## config.mk

```make
export PLATFORM = sky130hd
export DESIGN_NAME = roic_line_formatter
export DESIGN_NICKNAME = d
export VERILOG_FILES = /design/src/rtl/roic_pkg.sv /design/src/rtl/roic_sync_fifo.sv /design/src/rtl/roic_line_formatter.sv
export SDC_FILE = /design/constraint.sdc
export NUM_CORES = 1
export LEC_CHECK = 0
export BUFFER_PORTS_ARGS = -buffer_cell sky130_fd_sc_hd__clkbuf_2
export CORE_ASPECT_RATIO = 2
export CORE_MARGIN = 2
export CORE_UTILIZATION = 55
export CTS_BUF_LIST = sky130_fd_sc_hd__clkbuf_8
export DETAILED_ROUTE_END_ITERATION = 8
export PLACE_DENSITY_LB_ADDON = 0.25
export SLEW_MARGIN = 20
export SYNTH_ARGS = -nofsm -noshare
export SYNTH_HDL_FRONTEND = slang
export SYNTH_SLANG_ARGS = --single-unit
```

## constraint.sdc

```tcl
create_clock -name clk -period 6.2 [get_ports clk]
set_clock_uncertainty 0.1 [all_clocks]
set_input_delay 1.24 -clock clk [delete_from_list [all_inputs] [get_ports clk]]
set_output_delay 1.24 -clock clk [all_outputs]
set_load 0.005 [all_outputs]
```

## src/rtl/roic_pkg.sv

```systemverilog
// Shared types for the ROIC line formatter: line FSM states and the
// pair entry stored in the output FIFO.
package roic_pkg;

   localparam int PIX_W = 16;

   typedef enum logic [1:0] {
      IDLE,
      ACTIVE,
      DONE
   } line_state_t;

   typedef struct packed {
      logic             sol;
      logic             eol;
      logic [PIX_W-1:0] pix_a;
      logic [PIX_W-1:0] pix_b;
   } pair_entry_t;

endpackage

```

## src/rtl/roic_sync_fifo.sv

```systemverilog
// Single-clock first-word fall-through FIFO. The head entry is visible on
// rd_data_o whenever empty_o is low.
module roic_sync_fifo #(
   parameter int WIDTH = 8,
   parameter int DEPTH = 16
) (
   input  logic             clk,
   input  logic             rst_n,
   input  logic             push_i,
   input  logic [WIDTH-1:0] wr_data_i,
   input  logic             pop_i,
   output logic [WIDTH-1:0] rd_data_o,
   output logic             full_o,
   output logic             empty_o
);

   localparam int AW = $clog2(DEPTH);

   logic [AW:0]      wr_ptr_q;
   logic [AW:0]      rd_ptr_q;
   logic [WIDTH-1:0] mem_q [DEPTH];

   // Storage has no reset; only the pointers define what is valid.
   always_ff @(posedge clk) begin
      if (push_i) mem_q[wr_ptr_q[AW-1:0]] <= wr_data_i;
   end

   always_ff @(posedge clk or negedge rst_n) begin
      if (!rst_n) begin
         wr_ptr_q <= '0;
         rd_ptr_q <= '0;
      end else begin
         if (push_i) wr_ptr_q <= wr_ptr_q + (AW+1)'(1);
         if (pop_i)  rd_ptr_q <= rd_ptr_q + (AW+1)'(1);
      end
   end

   assign empty_o   = (wr_ptr_q == rd_ptr_q);
   assign full_o    = (wr_ptr_q[AW] != rd_ptr_q[AW]) &&
                      (wr_ptr_q[AW-1:0] == rd_ptr_q[AW-1:0]);
   assign rd_data_o = mem_q[rd_ptr_q[AW-1:0]];

endmodule

```

## src/rtl/roic_line_formatter.sv

```systemverilog
// Frames the reordered a/b word stream into lines and serializes one pixel
// per cycle onto a ready/valid stream with SOL/EOL markers.
//
// state  | meaning
// IDLE   | after reset, no line started; beats discarded
// ACTIVE | inside a line, pair_cnt_q counts accepted-or-dropped beats
// DONE   | line complete; further beats are a long-line error
module roic_line_formatter
   import roic_pkg::*;
#(
   parameter int DATA_WIDTH = 24,
   parameter int PIX_WIDTH  = PIX_W,
   parameter int LINE_PAIRS = 256,
   parameter int FIFO_DEPTH = 16
) (
   input  logic                  clk,
   input  logic                  rst_n,
   input  logic                  sync,
   input  logic                  in_valid,
   input  logic [DATA_WIDTH-1:0] in_data_a,
   input  logic [DATA_WIDTH-1:0] in_data_b,
   input  logic                  out_ready,
   output logic                  out_valid,
   output logic [PIX_WIDTH-1:0]  out_data,
   output logic                  out_sol,
   output logic                  out_eol,
   output logic [15:0]           line_count,
   output logic                  line_len_err,
   output logic                  overflow
);

   localparam int CW = $clog2(LINE_PAIRS + 1);
   localparam logic [CW-1:0] LAST_PAIR = CW'(LINE_PAIRS - 1);

   line_state_t          state_q;
   logic [CW-1:0]        pair_cnt_q;
   logic [15:0]          line_count_q;
   logic                 err_q;
   logic                 ovf_q;
   logic                 phase_q;
   logic [PIX_WIDTH-1:0] hold_q;

   logic          line_open;
   logic [CW-1:0] cnt_eff;
   logic          beat;
   logic          last_beat;
   pair_entry_t   wr_entry;
   pair_entry_t   head;
   logic          fifo_full;
   logic          fifo_empty;
   logic          hs;
   logic          pop;
   logic          push;
   logic [PIX_WIDTH-1:0] cur_pix;

   // A sync restarts the line before the same-cycle beat is considered.
   assign line_open = sync | (state_q == ACTIVE);
   assign cnt_eff   = sync ? '0 : pair_cnt_q;
   assign beat      = in_valid & line_open;
   assign last_beat = beat & (cnt_eff == LAST_PAIR);

   assign wr_entry.sol   = (cnt_eff == '0);
   assign wr_entry.eol   = (cnt_eff == LAST_PAIR);
   assign wr_entry.pix_a = in_data_a[DATA_WIDTH-1 -: PIX_WIDTH];
   assign wr_entry.pix_b = in_data_b[DATA_WIDTH-1 -: PIX_WIDTH];

   assign hs   = ~fifo_empty & out_ready;
   assign pop  = hs & phase_q;
   assign push = beat & (~fifo_full | pop);

   roic_sync_fifo #(
      .WIDTH ($bits(pair_entry_t)),
      .DEPTH (FIFO_DEPTH)
   ) u_fifo (
      .clk       (clk),
      .rst_n     (rst_n),
      .push_i    (push),
      .wr_data_i (wr_entry),
      .pop_i     (pop),
      .rd_data_o (head),
      .full_o    (fifo_full),
      .empty_o   (fifo_empty)
   );

   always_ff @(posedge clk or negedge rst_n) begin
      if (!rst_n) begin
         state_q      <= IDLE;
         pair_cnt_q   <= '0;
         line_count_q <= '0;
         err_q        <= 1'b0;
         ovf_q        <= 1'b0;
      end else begin
         err_q <= (sync & (state_q == ACTIVE) & (pair_cnt_q != '0)) |
                  (~sync & in_valid & (state_q == DONE));
         if (beat & fifo_full & ~pop) ovf_q <= 1'b1;
         if (last_beat) begin
            state_q      <= DONE;
            pair_cnt_q   <= '0;
            line_count_q <= line_count_q + 16'd1;
         end else if (beat) begin
            state_q    <= ACTIVE;
            pair_cnt_q <= cnt_eff + CW'(1);
         end else if (sync) begin
            state_q    <= ACTIVE;
            pair_cnt_q <= '0;
         end
      end
   end

   assign cur_pix = phase_q ? head.pix_b : head.pix_a;

   // hold_q keeps the last presented pixel so out_data never shows stale RAM.
   always_ff @(posedge clk or negedge rst_n) begin
      if (!rst_n) begin
         phase_q <= 1'b0;
         hold_q  <= '0;
      end else begin
         if (hs)          phase_q <= ~phase_q;
         if (!fifo_empty) hold_q  <= cur_pix;
      end
   end

   assign out_valid    = ~fifo_empty;
   assign out_data     = fifo_empty ? hold_q : cur_pix;
   assign out_sol      = ~fifo_empty & head.sol & ~phase_q;
   assign out_eol      = ~fifo_empty & head.eol & phase_q;
   assign line_count   = line_count_q;
   assign line_len_err = err_q;
   assign overflow     = ovf_q;

endmodule

```

# Word-level counts from Yosys, hierarchy flattened
# Memory sizes are Yosys's and may differ from the RTL's.
# Index checks and enable logic that the tools add are counted.
[totals]
ff_bits = 56
mem_bits_rw = 544
inputBits = 53
out_inout_bits = 37
wordCells = 57
memories = 1
[classes]
n_addsub = 4
n_eq_ne = 6
muxes = 10
bitwise_logic = 23
reduce_logical = 4
[mem_list]
columns = ["name", "words", "word_bits", "rd", "rd_ports_with_merged_regs", "write_ports", "line", "rtl"]
rows = [
  ["u_fifo.mem_q", 16, 34, 1, 0, 1, "roic_sync_fifo.sv:21", "logic [WIDTH-1:0] mem_q [DEPTH];"],
]
[op_table]
columns = ["operator", "n"]
rows = [
  ["$mux W16", 2],
  ["$mux W9", 3],
  ["$add A16 B1 Y16 const B", 1],
  ["$and A1 B1 Y1", 15],
  ["$add A5 B1 Y5 const B", 2],
  ["$add A9 B1 Y9 const B", 1],
  ["$eq A9 B8 Y1 const B", 1],
  ["$logic_not A9 Y1", 1],
  ["$reduce_bool A9 Y1", 1],
  ["$mux W2", 3],
  ["$eq A5 B5 Y1", 1],
  ["$not A1 Y1", 5],
  ["$eq A4 B4 Y1", 1],
  ["$or A1 B1 Y1", 3],
  ["$reduce_bool A3 Y1", 1],
  ["$eq A2 B1 Y1 const B", 1],
  ["$eq A2 B2 Y1 const B", 1],
  ["$mux W1", 2],
  ["$logic_and A1 B1 Y1", 1],
  ["$ne A1 B1 Y1", 1],
]

# Longest topological paths before layout
# Gate-level depths: netlist of the first run.
[depth]
depth_word = 8
mapped_depth = 12
ltp_nobuf = 10

# Modules after synthesis
# From an unflattened synthesis of the first run, not the netlist that was laid out.
[hier_totals]
hier_cells = 1115
area_unflattened_um2 = 23193.5
[modules_own_cells]
columns = ["module", "n_inst", "cells_per_inst", "area_each_um2", "seq_area_each_um2"]
rows = [
  ["roic_sync_fifo", 1, 905, 21021.4, 16585.9],
  ["roic_line_formatter", 1, 210, 2172.1, 1151.1],
]

# Least setup slack after synthesis of the first run
# OpenSTA, ideal clock, no wires.
[synth_timing]
kind = "in2reg"
startpoint = "input port sync"
endpoint = "memory u_fifo.mem_q[15][0] (netlist name), enable pin"
setup_ps = 460
t_arrival_ps = 3762
required_time_ps = 5640
setup_slack_ps = 1878
path_stages = 3
path_buffers = 1
cell_sequence = "o21ai_1 -> clkbuf_1 -> a2111oi_2"
[synth_between]
elab_chain_len = 5
[synth_rtl]
columns = ["item", "line", "rtl"]
rows = [
  ["from (decl)", "roic_line_formatter.sv:18", "input logic sync,"],
  ["$or A1 B1 Y1", "roic_line_formatter.sv:57", "assign line_open = sync | (state_q == ACTIVE);"],
  ["$and A1 B1 Y1", "roic_line_formatter.sv:59", "assign beat = in_valid & line_open;"],
  ["$and A1 B1 Y1", "roic_line_formatter.sv:69", "assign push = beat & (~fifo_full | pop);"],
  ["$mux W1", "roic_sync_fifo.sv:25", "if (push_i) mem_q[wr_ptr_q[AW-1:0]] <= wr_data_i;"],
  ["$mux W1 (not written as such)", "roic_sync_fifo.sv:25", ""],
  ["to (decl)", "roic_sync_fifo.sv:21", ""],
]
# Every way passes these cells.

# Worst setup path in the final report of the first run
[layout_timing]
startpoint = "register u_fifo.rd_ptr_q[0]"
endpoint = "output port out_data[12]"
[layout_between]
elab_chain_len = 3
word_cells_on_any_way = 4
cone_classes = "eq/ne (1); mux (2); memory (1)"
[layout_rtl]
columns = ["item", "line", "rtl"]
rows = [
  ["from (decl)", "roic_sync_fifo.sv:20", "logic [AW:0] rd_ptr_q;"],
  ["from (signal assigned)", "roic_sync_fifo.sv:34", "if (pop_i) rd_ptr_q <= rd_ptr_q + (AW+1)'(1);"],
  ["$mem_v2 Z16 W34", "-", ""],
  ["$mux W16", "roic_line_formatter.sv:110", "assign cur_pix = phase_q ? head.pix_b : head.pix_a;"],
  ["$mux W16 (*)", "-", ""],
  ["to (decl)", "roic_line_formatter.sv:24", "output logic [PIX_WIDTH-1:0] out_data,"],
]
# Every way passes the cells marked *; elsewhere a longest branch is shown, timed or not.

==> results.tsv, run 1 <==
metric	value	unit
seqPwrFrac	45.7	%
vdd.ir_drop.worst	0.290	mV
placed_cell_area	24600	um^2
endpoint_kind	output port	
final_cells	1915	
r2r_slack	2.36	ns
path_buf_inv	3	
worstPathRequired	4.86	ns
whs	0.375	ns
synth_edf_count	544	
synth_area	23700	um^2
layout_common_cells	edfxtp_1, mux4_2, clkbuf_8	
period_minus_slack	5.40	ns
rows	107	
worst_skew_pair.late_latency	0.65	ns
drc	0	
antenna_found_initial	2	
status	complete, no violations	
ant_nets	0	
syn_nets	1241	
dieArea	44800	um^2
clk_path_buf_depth	3	
synth_cell_type_count	53	
syn_avg_cell_area	20.1	um^2
p_sw	3.68	mW
cts_buffers	81	
core-area	42600	um^2
cp_common_cell	buf_4	
r2r_end	u_fifo.mem_q[8][24]$_DFFE_PP_	
p_leak	8.89	nW
grt_pass1_wl	78.3	mm
place_congestion	0.774	
h-tree-depth	3	
ios	90	
overflow	0	
worst-r2r-cell-count	5	
cts.sinks	600	
ctsResizeCount	0	
p_comb_share	29.8	%
critPathCapture	out_data[12]	
r2r-start	u_fifo.rd_ptr_q[0]$_DFFE_PN0P_	
post_drt_wl_per_cell	27.9	um
crit_cells	7	
vias	11900	
final_nets	1365	
powerDensity	438	nW/um^2
die_w	151	um
postSynthCellCount	1179	
synthToLayoutAreaGrowth	10.4	%
grt_pass1_vias	12500	
rsz0062_at_grt	no	
root_buffer	clkbuf_8	
start_util	55.6	%
relSlewSlack	28.7	%
max_stage_delay	0.97	ns
drtIter0Drc	912	
hold_viol	0	
firstDrtPassIters	5	
avgViaCountPerCell	6.22	
cts_tree	yes	
drive_gt1_share	28.0	%
hold_class	reg -> reg	
path_delay_family	flip-flops	
arrival	4.06	ns
final_common_cell	edfxtp_1	
synth-seq-cells	600	
max_slew.worst_pin.slew	1.07	ns
setup_viol	0	
cap_violations	0	
grt_max_degree	57	
timing.final.crit_share	87.0	%
synth_top_area_share	69.0	%
ys_seq_area_share	74.9	%
clk_pin_slew	0.07	ns
start_kind	flop	
fp.dieH	297	um
dp.cells	1765	
setup_tns	0	ns
slowest_stage	dfrtp_4	
numPortBuffers	73	
pwr-share-clk	24.4	%
dp_hpwl	31.4	mm
maxSlewViolCount	0	
cp-startpoint	u_fifo.rd_ptr_q[0]$_DFFE_PN0P_	
post-cts-setup-buffer-count	0	
track_usage	24.4	%
async_reset_ff_share	9.33	%
p_sw_share	32.1	%
yosys_warnings	0	
max_freq	185	MHz
internal_power	7.77	mW
synth_area_leaders	edfxtp_1, mux4_2, dfrtp_1	
path_cells	buf_4 > buf_4 > mux4_2 > mux2_2 > a221oi_1 > o31ai_1 > clkbuf_2	
cts_hold_buf	0	
design_area	26100	um^2
wirelength	53.4	mm
synth_top_area_cell	edfxtp_1	
crit_type	reg -> out	
synth_flop_cell	edfxtp_1	
path_max_fanout	37	
[worst min-delay path by stage]
stage / endpoint / startpoint / cells after the start
after floorplan: u_fifo.rd_ptr_q[4]$_DFFE_PN0P_ / u_fifo.rd_ptr_q[4]$_DFFE_PN0P_ / 1
after global placement: line_count[15]$_DFFE_PN0P_ / line_count[15]$_DFFE_PN0P_ / 1
after detailed placement: line_count[15]$_DFFE_PN0P_ / line_count[15]$_DFFE_PN0P_ / 1
after CTS: line_count[15]$_DFFE_PN0P_ / line_count[15]$_DFFE_PN0P_ / 1
after global routing: line_count[15]$_DFFE_PN0P_ / line_count[15]$_DFFE_PN0P_ / 1
final: line_count[15]$_DFFE_PN0P_ / line_count[15]$_DFFE_PN0P_ / 1
[synth_stat cells, types with 18 or more instances]
library cell  number
dfrtp_1           56
edfxtp_1         544
mux4_2           106
mux2i_1           48
nand3_1           29
a221oi_1          35
mux2_2            35
and3_1            26
nand2_1           18
clkbuf_1          24
nand2b_1          20
xor2_1            19
buf_2             21
[flip-flops by register name (all words and copies together) (netlist names)]
signal           count
u_fifo.wr_ptr_q      5
phase_q              1
u_fifo.mem_q       544
hold_q              16
u_fifo.rd_ptr_q      5
line_len_err         1
pair_cnt_q           9
line_count          16
overflow             1
state_q              2
[layout make-up]
class                   instances  area (um^2)
flip-flops and latches        600        17700
fillers                      3008        16400
multi-input cells             493         5480
clock buffers                  88         1210
well taps                     545          682
repair buffers                111          663
clock inverters                60          294
inverters                      16         60.1
diodes                          2         5.00
[metrics by stage]
step	total power, mW	util (%)	setup WS, ns
after floorplan	7.61	-	1.88
after global placement	8.70	57.8	1.42
after detailed placement	8.77	57.8	1.42
after CTS	11.6	61.4	0.717
after global routing	11.9	61.4	0.631
final	11.5	61.4	0.804
[logic make-up (layout without fill, tap and decap cells)]
family | Yosys count | in the layout | share of synthesized area [%]
flops | 600 | 600 | 74.9
mux | 189 | 189 | 13.8
simple gates | 142 | 142 | 3.40
compound gates | 123 | 123 | 4.17
buf+inv | 86 | 275 | 2.19
xor+xnor | 30 | 30 | 1.11
fa+ha+maj | 9 | 9 | 0.475
other cells | 0 | 2 | 0
[worst reg2reg max path, cell delays in order (launching register included)]
cell     delay (ns)
dfrtp_4        0.97
xor2_1         0.32
nor4_4         0.12
a21oi_1        0.62
and3_2         0.99
buf_4          0.40
[power by group through the flow]
stage          Clock [mW]  Combinational, mW  Sequential, mW
2_1_floorplan           0               2.56            5.05
3_3_place_gp            0               3.41            5.30
3_5_place_dp            0               3.45            5.32
4_1_cts              2.86               3.46            5.24
5_1_grt              3.01               3.63            5.28
6_report             2.80               3.42            5.24
[routing by layer]
layer  global-route usage [%]  part of all wire [%]  wire length [um]  vias to the layer above
met5                        0                     0                 0                        -
met1                     29.8                    37             19500                     6247
li1                         -                     -                 -                     5115
met3                     3.82                   5.5              2920                      106
met4                     9.46                   3.2              1700                        0
met2                     43.1                    55             29200                      446
Power figures use the tool's default switching activity.
==> run 2: changes to the inputs <==
--- a/config.mk
+++ b/config.mk
@@ -5,10 +5,11 @@
 export SDC_FILE = /design/constraint.sdc
 export NUM_CORES = 1
 export LEC_CHECK = 0
+export ABC_AREA = 1
 export BUFFER_PORTS_ARGS = -buffer_cell sky130_fd_sc_hd__clkbuf_2
 export CORE_ASPECT_RATIO = 2
 export CORE_MARGIN = 2
-export CORE_UTILIZATION = 55
+export CORE_UTILIZATION = 50
 export CTS_BUF_LIST = sky130_fd_sc_hd__clkbuf_8
 export DETAILED_ROUTE_END_ITERATION = 8
 export PLACE_DENSITY_LB_ADDON = 0.25
==> run 2 against run 1 <==
First-iteration DRC count rose by 73%. Hold slack improved by 0.040 ns. Maximum frequency rose by 6.7%. Sequential share of layout area shrank 6.6 points. Flip-flop and latch count unchanged. Wire length increased by 25%. Non-clock buffer count grew 5. Cell area increased by 11%. Sequential power is 4% lower. Largest power group unchanged. Global-route usage is 0.38 points higher. Register-to-register slack worse by 0.66 ns. Utilization shrank 6.2 points.
==> results.tsv, run 2 <==
metric	value	unit
status	complete, no violations	
syn_avg_cell_area	9.99	um^2
min_path_cells	1	
synth-seq-cells	600	
synth.most_common_cell	nand2_1	
fp.dieH	329	um
clk_path_buf_depth	3	
drtIter0Drc	1579	
avgViaCountPerCell	5.28	
syn_nets	2700	
synthToLayoutAreaGrowth	9.93	%
setup_tns	0	ns
firstDrtPassIters	7	
hold_viol	0	
vias	18200	
overflow	0	
h-tree-depth	3	
design_area	29000	um^2
ios	90	
grt_max_degree	155	
p_sw_share	38.7	%
p_sw	4.71	mW
synth_common_cells	nand2_1, edfxtp_1, inv_1	
synth_cell_type_count	34	
powerDensity	421	nW/um^2
grt_pass1_vias	18400	
start_util	50.3	%
post-cts-setup-buffer-count	0	
arrival	3.72	ns
setup_ws	1.14	ns
slowest_stage	dfrtp_4	
ctsResizeCount	0	
p_comb_share	34.4	%
path_max_fanout	58	
synth_top_area_cell	edfxtp_1	
worstPathRequired	4.86	ns
rsz0062_at_grt	no	
internal_power	7.47	mW
relSlewSlack	29.7	%
drive_gt1_share	9.36	%
cp_common_cell	nand2_1	
dieArea	54600	um^2
clk_pin_slew	0.07	ns
worst-r2r-cell-count	8	
synth_area	26300	um^2
drc	0	
pwr-share-clk	24.1	%
endpoint_kind	output port	
p_leak	12.7	nW
synth_edf_count	544	
seqPwrFrac	41.4	%
maxSlewViolCount	0	
antenna_found_initial	4	
root_buffer	clkbuf_8	
timing.final.crit_share	81.6	%
synth_area_leaders	edfxtp_1, nand2_1, inv_1	
synth_flop_cell	edfxtp_1	
final_common_cell	nand2_1	
postSynthCellCount	2638	
max_stage_delay	0.71	ns
ant_nets	0	
max_slew.worst_pin.slew	1.05	ns
numPortBuffers	73	
synth_top_area_share	62.0	%
hold_class	reg -> reg	
async_reset_ff_share	9.33	%
vdd.ir_drop.worst	0.297	mV
ys_seq_area_share	67.3	%
track_usage	24.7	%
setup_viol	0	
layout_common_cells	nand2_1, edfxtp_1, inv_1	
crit_type	reg -> out	
post_drt_wl_per_cell	19.4	um
rows	119	
die_w	166	um
period_minus_slack	5.06	ns
max_freq	198	MHz
worst_skew_pair.late_latency	0.68	ns
final_nets	2780	
cts_tree	yes	
grt_pass1_wl	102	mm
detailedPlace.worstSlack	1.70	ns
cts.sinks	600	
cts_buffers	79	
placed_cell_area	27400	um^2
yosys_warnings	0	
place_congestion	0.819	
cap_violations	0	
wirelength	66.8	mm
largest_reg_flops	544	
core-area	52400	um^2
cts_hold_buf	0	
dp_hpwl	38.1	mm
start_kind	flop	
path_cells	inv_4 > buf_4 > nand3_1 > nand2_1 > nand2_1 > nand2_1 > inv_1 > nand2_1 > nand2_1 > nand3_1 > clkbuf_2	
[run 2: critical path, delay by kind of cell, from the launching register on]
kind	cells	cell delay (ns)
DFF	1	0.71
and+or+nand+nor	7	0.82
buffers and inverters	4	1.47
[run 2: layout make-up]
| cell class | count | area (um^2) |
|---|---|---|
| flip-flops and latches | 600 | 17700 |
| clock buffers | 85 | 1170 |
| diodes | 3 | 7.51 |
| fillers | 4474 | 23500 |
| repair buffers | 116 | 713 |
| clock inverters | 56 | 380 |
| multi-input cells | 1487 | 6470 |
| well taps | 665 | 832 |
| inverters | 434 | 1640 |
[run 2: power groups by stage]
stage	Sequential (mW)	Combinational, mW	Clock, mW
floorplan	5.00	2.84	0
global placement	5.11	4.14	0
detailed placement	5.13	4.21	0
CTS	5.04	4.24	2.99
global route	5.07	4.66	3.15
finish	5.04	4.20	2.94
[run 2: cell families (layout without fill, tap and decap cells)]
kind of cell	Yosys count	in the layout	synth area share [%]
AND/OR/NAND/NOR	1391	1391	21.5
flip-flops	600	600	67.3
buffers and inverters	551	691	8.64
AO/OA/AOI/OAI	64	64	1.32
XOR/XNOR	23	23	0.765
adder cells (fa/ha/maj)	9	9	0.427
other	0	3	0
[run 2: layer usage]
layer	wire [um]	vias to the layer above	track usage (%)
met1	24600	8729	28.7
met5	0	-	0
met2	34200	683	43.5
li1	-	8571	-
met3	4100	200	3.28
met4	3880	0	15.5
[run 2: stage by stage]
step / power, mW / utilization, % / hold slack (ns) / std cells
global placement: 9.25 / 52.3 / 0.391 / 3302
global route: 12.9 / 55.2 / 0.452 / 3445
CTS: 12.3 / 55.2 / 0.407 / 3443
detailed placement: 9.34 / 52.3 / 0.386 / 3302
floorplan: 7.84 / - / 0.358 / 2638
finish: 12.2 / 55.3 / 0.415 / 3446
[run 2: path summary, 6_finish.rpt]
| path | start | end | slack (ns) |
|---|---|---|---|
| max | u_fifo.rd_ptr_q[1]$_DFFE_PN0P_ | out_data[3] | 1.14 |
| min | overflow$_DFFE_PN0P_ | overflow$_DFFE_PN0P_ | 0.42 |
| max reg2reg | u_fifo.rd_ptr_q[1]$_DFFE_PN0P_ | u_fifo.mem_q[3][12]$_DFFE_PP_ | 1.70 |
| min reg2reg | overflow$_DFFE_PN0P_ | overflow$_DFFE_PN0P_ | 0.42 |
| max in group asynchronous | rst_n | u_fifo.rd_ptr_q[1]$_DFFE_PN0P_ | 4.82 |
| min in group asynchronous | rst_n | line_count[14]$_DFFE_PN0P_ | 0.61 |
==> run 3: changes to the inputs <==
==> constraint.sdc (replaced) <==
create_clock -name clk -period 4.6 [get_ports clk]
set_clock_uncertainty 0.1 [all_clocks]
set_input_delay 0.92 -clock clk [delete_from_list [all_inputs] [get_ports clk]]
set_output_delay 0.92 -clock clk [all_outputs]
set_load 0.005 [all_outputs]
==> run 3 against run 2 <==
Flip-flop and latch count unchanged. Combinational power up 36%. Critical endpoint is now out_data[5]. Highest routed layer unchanged. Hold slack worse by 0.16 ns. Clock power up 24%. Final cell count unchanged. First-iteration DRC count down 6.1%. Global-route usage down 1.1 points. Largest power group unchanged. Die area unchanged. Cell area about the same. Non-clock buffer count up 1. Critical path depth unchanged.
==> results.tsv, run 3 (synthesis results as in run 2) <==
metric	value	unit
place_congestion	0.833	
powerDensity	558	nW/um^2
cts_hold_buf	0	
synthToLayoutAreaGrowth	9.83	%
max_slew.worst_pin.slew	0.941	ns
worst_skew_pair.late_latency	0.65	ns
drtIter0Drc	1483	
rsz0062_at_grt	no	
cts_tree	yes	
multi_input_area	6460	um^2
cp-startpoint	u_fifo.rd_ptr_q[0]$_DFFE_PN0P_	
maxSlewViolCount	0	
relSlewSlack	37.0	%
post-cts-setup-buffer-count	0	
design_area	28900	um^2
status	complete, no violations	
drive_gt1_share	9.10	%
ios	90	
p_leak	12.7	nW
worst-r2r-cell-count	8	
crit_type	reg -> out	
layout_common_cells	nand2_1, edfxtp_1, inv_1	
core-area	52400	um^2
dieArea	54600	um^2
dp.cells	3303	
hold_class	in -> async	
setup_viol	0	
period_minus_slack	4.25	ns
post_drt_wl_per_cell	18.7	um
rows	119	
clk_pin_slew	0.08	ns
grt_max_degree	152	
vdd.ir_drop.worst	0.485	mV
setup_tns	0	ns
max_freq	235	MHz
wirelength	64.6	mm
endpoint_kind	output port	
final_cells	3446	
die_w	166	um
dp_hpwl	36.9	mm
placed_cell_area	27500	um^2
arrival	3.23	ns
ctsResizeCount	0	
r2r_end	u_fifo.mem_q[13][3]$_DFFE_PP_	
grt_pass1_vias	18300	
ant_nets	0	
root_buffer	clkbuf_8	
avgViaCountPerCell	5.27	
drc	0	
vias	18200	
path_max_fanout	151	
cts.sinks	600	
start_util	50.3	%
cap_violations	0	
antenna_found_initial	1	
numPortBuffers	73	
cts_buffers	78	
critPathCapture	out_data[5]	
p_total	16.1	mW
whs	0.252	ns
regArea	17700	um^2
track_usage	23.7	%
worstPathRequired	3.58	ns
final_nets	2780	
clk_path_buf_depth	3	
r2r-start	u_fifo.rd_ptr_q[1]$_DFFE_PN0P_	
r2r_slack	1.01	ns
firstDrtPassIters	5	
overflow	0	
hold_viol	0	
h-tree-depth	3	
fp.dieH	329	um
final_common_cell	nand2_1	
start_kind	flop	
fill_cells	4368	
grt_pass1_wl	98.7	mm
largest_reg_flops	544	
timing.final.crit_share	92.4	%
run 3: critical path, cell delays in order, from the launching register on:
cell and delay [ns]:
dfrtp_4 0.75, buf_12 0.49, nand2_1 0.15, nand3_1 0.12
nand2_1 0.07, nand2_1 0.06, nand2_1 0.05, inv_1 0.07
nand2_1 0.20, nand2_1 0.13, nand3_1 0.10, clkbuf_2 0.15
run 3: per-layer routing:
metal | global-route usage (%) | wire length, um | vias up
met5 | 0 | 0 | -
met4 | 12.4 | 3000 | 0
met3 | 3.38 | 4010 | 174
met2 | 43.3 | 33700 | 680
met1 | 26.7 | 23800 | 8736
li1 | - | - | 8566
run 3: per-stage QoR:
step                utilization [%]  setup slack (ns)
finish                         55.2             0.349
global route                   55.2             0.190
CTS                            55.2             0.358
detailed placement             52.5              1.05
global placement               52.5              1.09
floorplan                         -              1.15
run 3: how the worst min path moves through the flow:
stage / start / endpoint / slack [ns] / cells past startpoint
2_1_floorplan: state_q[0]$_DFFE_PN0P_ / line_len_err$_DFF_PN0_ / 0.36 / 1
3_3_place_gp: overflow$_DFFE_PN0P_ / overflow$_DFFE_PN0P_ / 0.37 / 1
3_5_place_dp: overflow$_DFFE_PN0P_ / overflow$_DFFE_PN0P_ / 0.36 / 1
4_1_cts: rst_n / u_fifo.wr_ptr_q[1]$_DFFE_PN0P_ / 0.22 / 1
5_1_grt: rst_n / u_fifo.wr_ptr_q[1]$_DFFE_PN0P_ / 0.29 / 1
6_report: rst_n / line_count[10]$_DFFE_PN0P_ / 0.25 / 1
run 3: power by group:
group	total [mW]	switching (mW)	internal [mW]
Clock	3.66	1.91	1.75
Combinational	5.70	4.07	1.63
Sequential	6.78	0.276	6.51
run 3: layout make-up:
type | instances | share of cell area [%]
Antenna cell | 1 | 0.00865
Clock buffer | 84 | 4.00
Clock inverter | 58 | 0.951
Inverter | 434 | 5.67
Multi-Input combinational cell | 1487 | 22.3
Sequential cell | 600 | 61.3
Tap cell | 665 | 2.88
Timing Repair Buffer | 117 | 2.84
